## src/rtl/vgacpu_pkg.sv

```systemverilog
// Shared types and default widths for the VGA/CPU SRAM subsystem.
// Holds the read-owner tag carried down the arbiter pipeline, the default
// data/address widths used by inferred_sram, and the grant bit positions.
package vgacpu_pkg;

  localparam int unsigned SRAM_D_WIDTH = 8;
  localparam int unsigned SRAM_A_WIDTH = 8;

  // Bit positions inside the one-hot grant / request vectors
  localparam int unsigned GNT_VGA = 0;
  localparam int unsigned GNT_CPU = 1;
  localparam int unsigned GNT_RAS = 2;

  typedef enum logic [1:0] {
    OWN_NONE = 2'd0,
    OWN_VGA  = 2'd1,
    OWN_CPU  = 2'd2,
    OWN_RAS  = 2'd3
  } owner_t;

  // Converts a one-hot grant vector into the owner tag of the winner
  function automatic owner_t gnt_to_owner(input logic [2:0] gnt);
    owner_t own;
    own = OWN_NONE;
    if (gnt[GNT_VGA])      own = OWN_VGA;
    else if (gnt[GNT_CPU]) own = OWN_CPU;
    else if (gnt[GNT_RAS]) own = OWN_RAS;
    return own;
  endfunction

endpackage

```

## src/rtl/vgacpu_sram_arb_pick.sv

```systemverilog
// Combinational grant picker for the SRAM arbiter.
// Ports:
//   i_req  [2:0] requests {ras, cpu, vga}
//   i_ptr        tie-break pointer: 0 = CPU next, 1 = rasterizer next
//   o_gnt  [2:0] one-hot grants {ras, cpu, vga}
// VGA always wins; the pointer only decides CPU vs rasterizer contention.
module vgacpu_sram_arb_pick
  import vgacpu_pkg::*;
(
  input  logic [2:0] i_req,
  input  logic       i_ptr,
  output logic [2:0] o_gnt
);

  always_comb begin
    o_gnt = 3'b000;
    if (i_req[GNT_VGA]) begin
      o_gnt[GNT_VGA] = 1'b1;
    end else if (i_req[GNT_CPU] && i_req[GNT_RAS]) begin
      if (i_ptr) o_gnt[GNT_RAS] = 1'b1;
      else       o_gnt[GNT_CPU] = 1'b1;
    end else if (i_req[GNT_CPU]) begin
      o_gnt[GNT_CPU] = 1'b1;
    end else if (i_req[GNT_RAS]) begin
      o_gnt[GNT_RAS] = 1'b1;
    end
  end

endmodule

```

## src/rtl/vgacpu_sram_arbiter.sv

```systemverilog
// Shares the single-port SRAM between VGA scanout (read-only, top priority),
// the CPU and the rasterizer. One access per cycle; reads return 2 cycles
// after the accepting edge on the owner's rvalid/rdata.
// Ports:
//   clk, rst                      clock, async active-high reset
//   vga_req/addr -> vga_gnt       VGA read request and same-cycle grant
//   vga_rvalid/rdata              VGA read return
//   cpu_*/ras_*                   req/we/addr/wdata in, gnt/rvalid/rdata out
//   sram_addr/we/wdata            registered SRAM command
//   sram_rdata                    SRAM read data (one cycle after address)
// Build option: VGACPU_SRAM_ARB_ROUND_ROBIN_EN alternates CPU and rasterizer;
// without it the CPU always beats the rasterizer.
module vgacpu_sram_arbiter
  import vgacpu_pkg::*;
#(
  parameter int unsigned D_WIDTH = SRAM_D_WIDTH,
  parameter int unsigned A_WIDTH = SRAM_A_WIDTH
) (
  input  logic               clk,
  input  logic               rst,
  input  logic               vga_req,
  input  logic [A_WIDTH-1:0] vga_addr,
  output logic               vga_gnt,
  output logic               vga_rvalid,
  output logic [D_WIDTH-1:0] vga_rdata,
  input  logic               cpu_req,
  input  logic               cpu_we,
  input  logic [A_WIDTH-1:0] cpu_addr,
  input  logic [D_WIDTH-1:0] cpu_wdata,
  output logic               cpu_gnt,
  output logic               cpu_rvalid,
  output logic [D_WIDTH-1:0] cpu_rdata,
  input  logic               ras_req,
  input  logic               ras_we,
  input  logic [A_WIDTH-1:0] ras_addr,
  input  logic [D_WIDTH-1:0] ras_wdata,
  output logic               ras_gnt,
  output logic               ras_rvalid,
  output logic [D_WIDTH-1:0] ras_rdata,
  output logic [A_WIDTH-1:0] sram_addr,
  output logic               sram_we,
  output logic [D_WIDTH-1:0] sram_wdata,
  input  logic [D_WIDTH-1:0] sram_rdata
);

  logic [2:0]         w_req;
  logic [2:0]         w_gnt;
  logic               w_ptr;
  logic [A_WIDTH-1:0] w_addr;
  logic               w_we;
  logic [D_WIDTH-1:0] w_wdata;

  logic [A_WIDTH-1:0] r_sram_addr;
  logic               r_sram_we;
  logic [D_WIDTH-1:0] r_sram_wdata;
  owner_t             r_tag1;
  owner_t             r_tag2;
  logic               r_vga_rvalid, r_cpu_rvalid, r_ras_rvalid;
  logic [D_WIDTH-1:0] r_vga_rdata, r_cpu_rdata, r_ras_rdata;

  // Requests are masked during reset so no grant can leak out
  assign w_req = rst ? 3'b000 : {ras_req, cpu_req, vga_req};

`ifdef VGACPU_SRAM_ARB_ROUND_ROBIN_EN
  logic r_rr_ptr;

  // After a CPU grant the rasterizer is next, and vice versa; VGA leaves it alone
  always_ff @(posedge clk or posedge rst) begin
    if (rst) begin
      r_rr_ptr <= 1'b0;
    end else if (w_gnt[GNT_CPU] || w_gnt[GNT_RAS]) begin
      r_rr_ptr <= w_gnt[GNT_CPU];
    end
  end

  assign w_ptr = r_rr_ptr;
`else
  assign w_ptr = 1'b0;
`endif

  vgacpu_sram_arb_pick u_pick (
    .i_req (w_req),
    .i_ptr (w_ptr),
    .o_gnt (w_gnt)
  );

  assign vga_gnt = w_gnt[GNT_VGA];
  assign cpu_gnt = w_gnt[GNT_CPU];
  assign ras_gnt = w_gnt[GNT_RAS];

  // Winner command mux; VGA never writes and leaves wdata untouched
  always_comb begin
    w_addr  = r_sram_addr;
    w_we    = 1'b0;
    w_wdata = r_sram_wdata;
    if (w_gnt[GNT_VGA]) begin
      w_addr = vga_addr;
    end else if (w_gnt[GNT_CPU]) begin
      w_addr  = cpu_addr;
      w_we    = cpu_we;
      w_wdata = cpu_wdata;
    end else if (w_gnt[GNT_RAS]) begin
      w_addr  = ras_addr;
      w_we    = ras_we;
      w_wdata = ras_wdata;
    end
  end

  // Issue stage: SRAM command register plus owner tag for reads only
  always_ff @(posedge clk or posedge rst) begin
    if (rst) begin
      r_sram_addr  <= '0;
      r_sram_we    <= 1'b0;
      r_sram_wdata <= '0;
      r_tag1       <= OWN_NONE;
    end else if (|w_gnt) begin
      r_sram_addr  <= w_addr;
      r_sram_we    <= w_we;
      r_sram_wdata <= w_wdata;
      r_tag1       <= w_we ? OWN_NONE : gnt_to_owner(w_gnt);
    end else begin
      r_sram_we    <= 1'b0;
      r_tag1       <= OWN_NONE;
    end
  end

  // Return stage: tag follows the SRAM read latency, then steers rdata
  always_ff @(posedge clk or posedge rst) begin
    if (rst) begin
      r_tag2       <= OWN_NONE;
      r_vga_rvalid <= 1'b0;
      r_cpu_rvalid <= 1'b0;
      r_ras_rvalid <= 1'b0;
      r_vga_rdata  <= '0;
      r_cpu_rdata  <= '0;
      r_ras_rdata  <= '0;
    end else begin
      r_tag2       <= r_tag1;
      r_vga_rvalid <= (r_tag2 == OWN_VGA);
      r_cpu_rvalid <= (r_tag2 == OWN_CPU);
      r_ras_rvalid <= (r_tag2 == OWN_RAS);
      if (r_tag2 == OWN_VGA) r_vga_rdata <= sram_rdata;
      if (r_tag2 == OWN_CPU) r_cpu_rdata <= sram_rdata;
      if (r_tag2 == OWN_RAS) r_ras_rdata <= sram_rdata;
    end
  end

  assign sram_addr  = r_sram_addr;
  assign sram_we    = r_sram_we;
  assign sram_wdata = r_sram_wdata;
  assign vga_rvalid = r_vga_rvalid;
  assign cpu_rvalid = r_cpu_rvalid;
  assign ras_rvalid = r_ras_rvalid;
  assign vga_rdata  = r_vga_rdata;
  assign cpu_rdata  = r_cpu_rdata;
  assign ras_rdata  = r_ras_rdata;

endmodule

```

## config.mk

```make
export PLATFORM = sky130hd
export DESIGN_NAME = vgacpu_sram_arbiter
export DESIGN_NICKNAME = d
export VERILOG_FILES = /design/src/rtl/vgacpu_pkg.sv /design/src/rtl/vgacpu_sram_arb_pick.sv /design/src/rtl/vgacpu_sram_arbiter.sv
export SDC_FILE = /design/constraint.sdc
export NUM_CORES = 1
export LEC_CHECK = 0
export ABC_AREA = 1
export BUFFER_PORTS_ARGS = -buffer_cell sky130_fd_sc_hd__buf_4
export CAP_MARGIN = 20
export CORE_ASPECT_RATIO = 0.6
export CORE_MARGIN = 5
export CORE_UTILIZATION = 37
export CTS_CLUSTER_DIAMETER = 100
export CTS_CLUSTER_SIZE = 16
export DETAILED_ROUTE_END_ITERATION = 12
export HOLD_SLACK_MARGIN = 0.08
export PLACE_DENSITY = 0.7
export SLEW_MARGIN = 20
export SYNTH_ARGS = -nofsm -noshare
export SYNTH_HDL_FRONTEND = slang
export SYNTH_SLANG_ARGS = --single-unit
```

## constraint.sdc

```tcl
create_clock -name clk -period 2.06 [get_ports clk]
set_input_delay 0.206 -clock clk [delete_from_list [all_inputs] [get_ports clk]]
set_output_delay 0.206 -clock clk [all_outputs]
set_load 0.01 [all_outputs]
```

==> impl_metrics.env <==
export IMPL_reg2reg_slack_ns=0.93
export IMPL_cts_buffers=5
export IMPL_yosys_top_cells_area="dfrtp_1, nand2_1, o21ai_0"
export IMPL_synth_seq_cells=48
export IMPL_grt_pass1_wl_um=9290
export IMPL_wl_per_cell_um=13.5
export IMPL_portBuffers=101
export IMPL_wirelength_um=5760
export IMPL_crit_required_ns=1.85
export IMPL_worstPathCellList="dlygate4sd3_1 -> buf_4 -> inv_2 -> nand2_1 -> nor2_4 -> buf_4"
export IMPL_ys_types=16
export IMPL_area_growth_pct=44.6
export IMPL_hold_viol=0
export IMPL_hold_path_depth=3
export IMPL_yosysSeqAreaShare_pct=57.8
export IMPL_holdCritStartpoint="ras_we"
export IMPL_synth_area_leader_cell="dfrtp_1"
export IMPL_syn_avg_cell_area_um2=8.18
export IMPL_num_vias=1952
export IMPL_final_setup_tns_ns=0
export IMPL_status="finished clean"
export IMPL_mappedNetlistArea_mm2=0.00208
export IMPL_viasPerCell=4.56
export IMPL_startpoint_type="input pin"
export IMPL_fmax_mhz=532
export IMPL_cap_violations=0
export IMPL_path_class="input pin to output port"
export IMPL_die_h_um=68.0
export IMPL_netlist_instances=254
export IMPL_hold_path_endpoint="sram_we$_DFF_PP0_"
export IMPL_fin_crit_ns=1.88
export IMPL_globalRoute_totalOverflow=0
export IMPL_dr_first_iter_drc_count=84
export IMPL_cp_top_family="buffers and inverters"
export IMPL_crit_path_max_fanout=10
export IMPL_cts_setup_buffers=0
export IMPL_finalClockSkew_ns=0.0116
export IMPL_arrival_ns=1.67
export IMPL_final_max_slew_viol_count=0
export IMPL_clk_pin_slew_ns=0.09
export IMPL_fill_cells=562
export IMPL_slowest_stage="dlygate4sd3_1"
export IMPL_cpMostUsedCell="buf_4"
export IMPL_grt_max_degree=31
export IMPL_h_tree_depth=2
export IMPL_cp_end_kind="output port"
export IMPL_place_ws_ns=0.410
export IMPL_diodes=0
export IMPL_grtUsageTotal_pct=16.5
export IMPL_drt_first_pass_iters=4
export IMPL_clk_latency_ns=0.30
export IMPL_p_leak_nw=1.70
export IMPL_hold_class="input pin to register"
export IMPL_ant_nets=0
export IMPL_clockBufferDepth=2
export IMPL_drc=0
export IMPL_io_pins=102
export IMPL_cts_sinks=48
export IMPL_fin_nets=413
export IMPL_synth_fp_nets=309
export IMPL_hpwlAfterDp_um=4500
export IMPL_cts_root_buf="clkbuf_8"
export IMPL_die_x_um=107
export IMPL_gp_congestion=0.795
export IMPL_cts_tree="done"
export IMPL_timing_rr_end="cpu_rdata[3]$_DFFE_PP0P_"
export IMPL_reg2reg_depth=4
export IMPL_rows=21
export IMPL_cellPowerDensity_mw_per_mm2=834
export IMPL_coreArea_mm2=0.00552
export IMPL_synth_top_area_share_pct=57.8
export IMPL_setup_slack_ns=0.180
export IMPL_ir_drop_mv=0.373
export IMPL_yosys_warnings=0
export IMPL_start_util_pct=37.6
export IMPL_maxSlewHeadroom_pct=52.2
export IMPL_drive_above_1_share_pct=33.1
export IMPL_setup_violations=0
export IMPL_worstReg2RegStart="r_tag2[1]$_DFF_PP0_"
export IMPL_grt_pass1_vias=1872
export IMPL_timing_final_crit_share_pct=91.3
export IMPL_rsz0062_at_grt="false"
export IMPL_dieArea_mm2=0.00726
export IMPL_antenna_found_initial=0
export IMPL_slowest_delay_ns=0.54
export IMPL_worst_pin_slew_ns=0.712
export IMPL_worst_path_buf_inv=4
==> worst min-delay path: cells and delay by family <==
family        cells  cell delay [ns]
simple gates      2             0.11
buf+inv           1             0.08
==> layer usage <==
layer | GRT usage, % | share of wire [%] | up-vias | wire (µm)
met3 | 5.09 | 8.3 | 5 | 477
met5 | 0 | 0 | - | 0
li1 | - | - | 995 | -
met1 | 24.0 | 48 | 887 | 2770
met4 | 3.35 | 0.76 | 0 | 44
met2 | 24.5 | 43 | 65 | 2470
==> final cells by class <==
type                            instances  area, µm²  area share, %
Timing Repair Buffer                  105        791           26.3
Multi-Input combinational cell        181        759           25.3
Tap cell                               69       86.3           2.88
Clock inverter                          2       15.0          0.500
Sequential cell                        48       1200           40.0
Clock buffer                            6       82.6           2.75
Inverter                               17       67.6           2.25
==> cells in the final DEF, fill, tap and decap left out, drive strengths merged <==
| cell type | n |
|---|---|
| inv | 16 |
| nand3b | 1 |
| clkinvlp | 3 |
| dfrtp | 48 |
| nand2 | 123 |
| nand3 | 9 |
| o21ai | 25 |
| buf | 104 |
| a21oi | 9 |
| clkbuf | 6 |
| nor2 | 14 |
| dlygate4sd3 | 1 |
==> sequential cells by signal, indices dropped and copies added (netlist names) <==
register / cells
sram_wdata: 8
vga_rvalid: 1
ras_rdata: 8
sram_we: 1
vga_rdata: 8
cpu_rvalid: 1
r_tag2: 2
ras_rvalid: 1
cpu_rdata: 8
sram_addr: 8
r_tag1: 2
==> kinds of logic (layout without fill, tap and decap cells) <==
family	count (synthesis)	after routing	share of synthesized area (%)
buffers and inverters	25	130	5.96
and+or+nand+nor	147	147	28.0
DFF	48	48	57.8
AOI/OAI and AO/OA	34	34	8.19
==> through the flow <==
step	power (mW)	area, µm²	instances	hold WS [ns]	util, %
floorplan	1.52	2080	254	0.266	-
global placement	1.93	2880	419	0.125	52.3
detailed placement	1.94	2880	419	0.132	52.3
CTS	2.53	2990	428	0.140	54.2
global route	2.67	3000	428	0.152	54.4
finish	2.50	3000	428	0.140	54.4
==> what timing repair did <==
action,4_1_cts,5_1_grt
hold buffers,1,0
endpoints found under the hold margin,6,0
setup endpoints to repair,0,9
resized for setup,0,3
==> how the worst max path moves through the flow <==
stage,start,endpoint,slack [ns],cells after the start
5_1_grt,rst,cpu_gnt,0.04,6
3_5_place_dp,rst,sram_addr[1]$_DFFE_PP0P_,0.41,8
6_report,rst,cpu_gnt,0.18,6
2_1_floorplan,rst,r_tag1[0]$_DFF_PP0_,0.32,6
4_1_cts,rst,cpu_gnt,0.04,6
3_3_place_gp,rst,sram_addr[1]$_DFFE_PP0P_,0.42,8
==> synthesized netlist by cell type <==
cell and count:
nand2_1 121, dfrtp_1 48, o21ai_0 25, inv_1 16, nor2_1 12, a21oi_1 9, nand3_1 9, clkbuf_1 3
buf_2 2, clkbuf_8 2, nor2_2 2, buf_6 1, inv_2 1, nand2_2 1, nand2_4 1, nand3b_1 1
==> report_power, final <==
part	switching, mW	internal [mW]
sequential	0.100	1.11
clock	0.309	0.272
combinational	0.349	0.361
total	0.759	1.74
(Power assumes the default switching activity.)
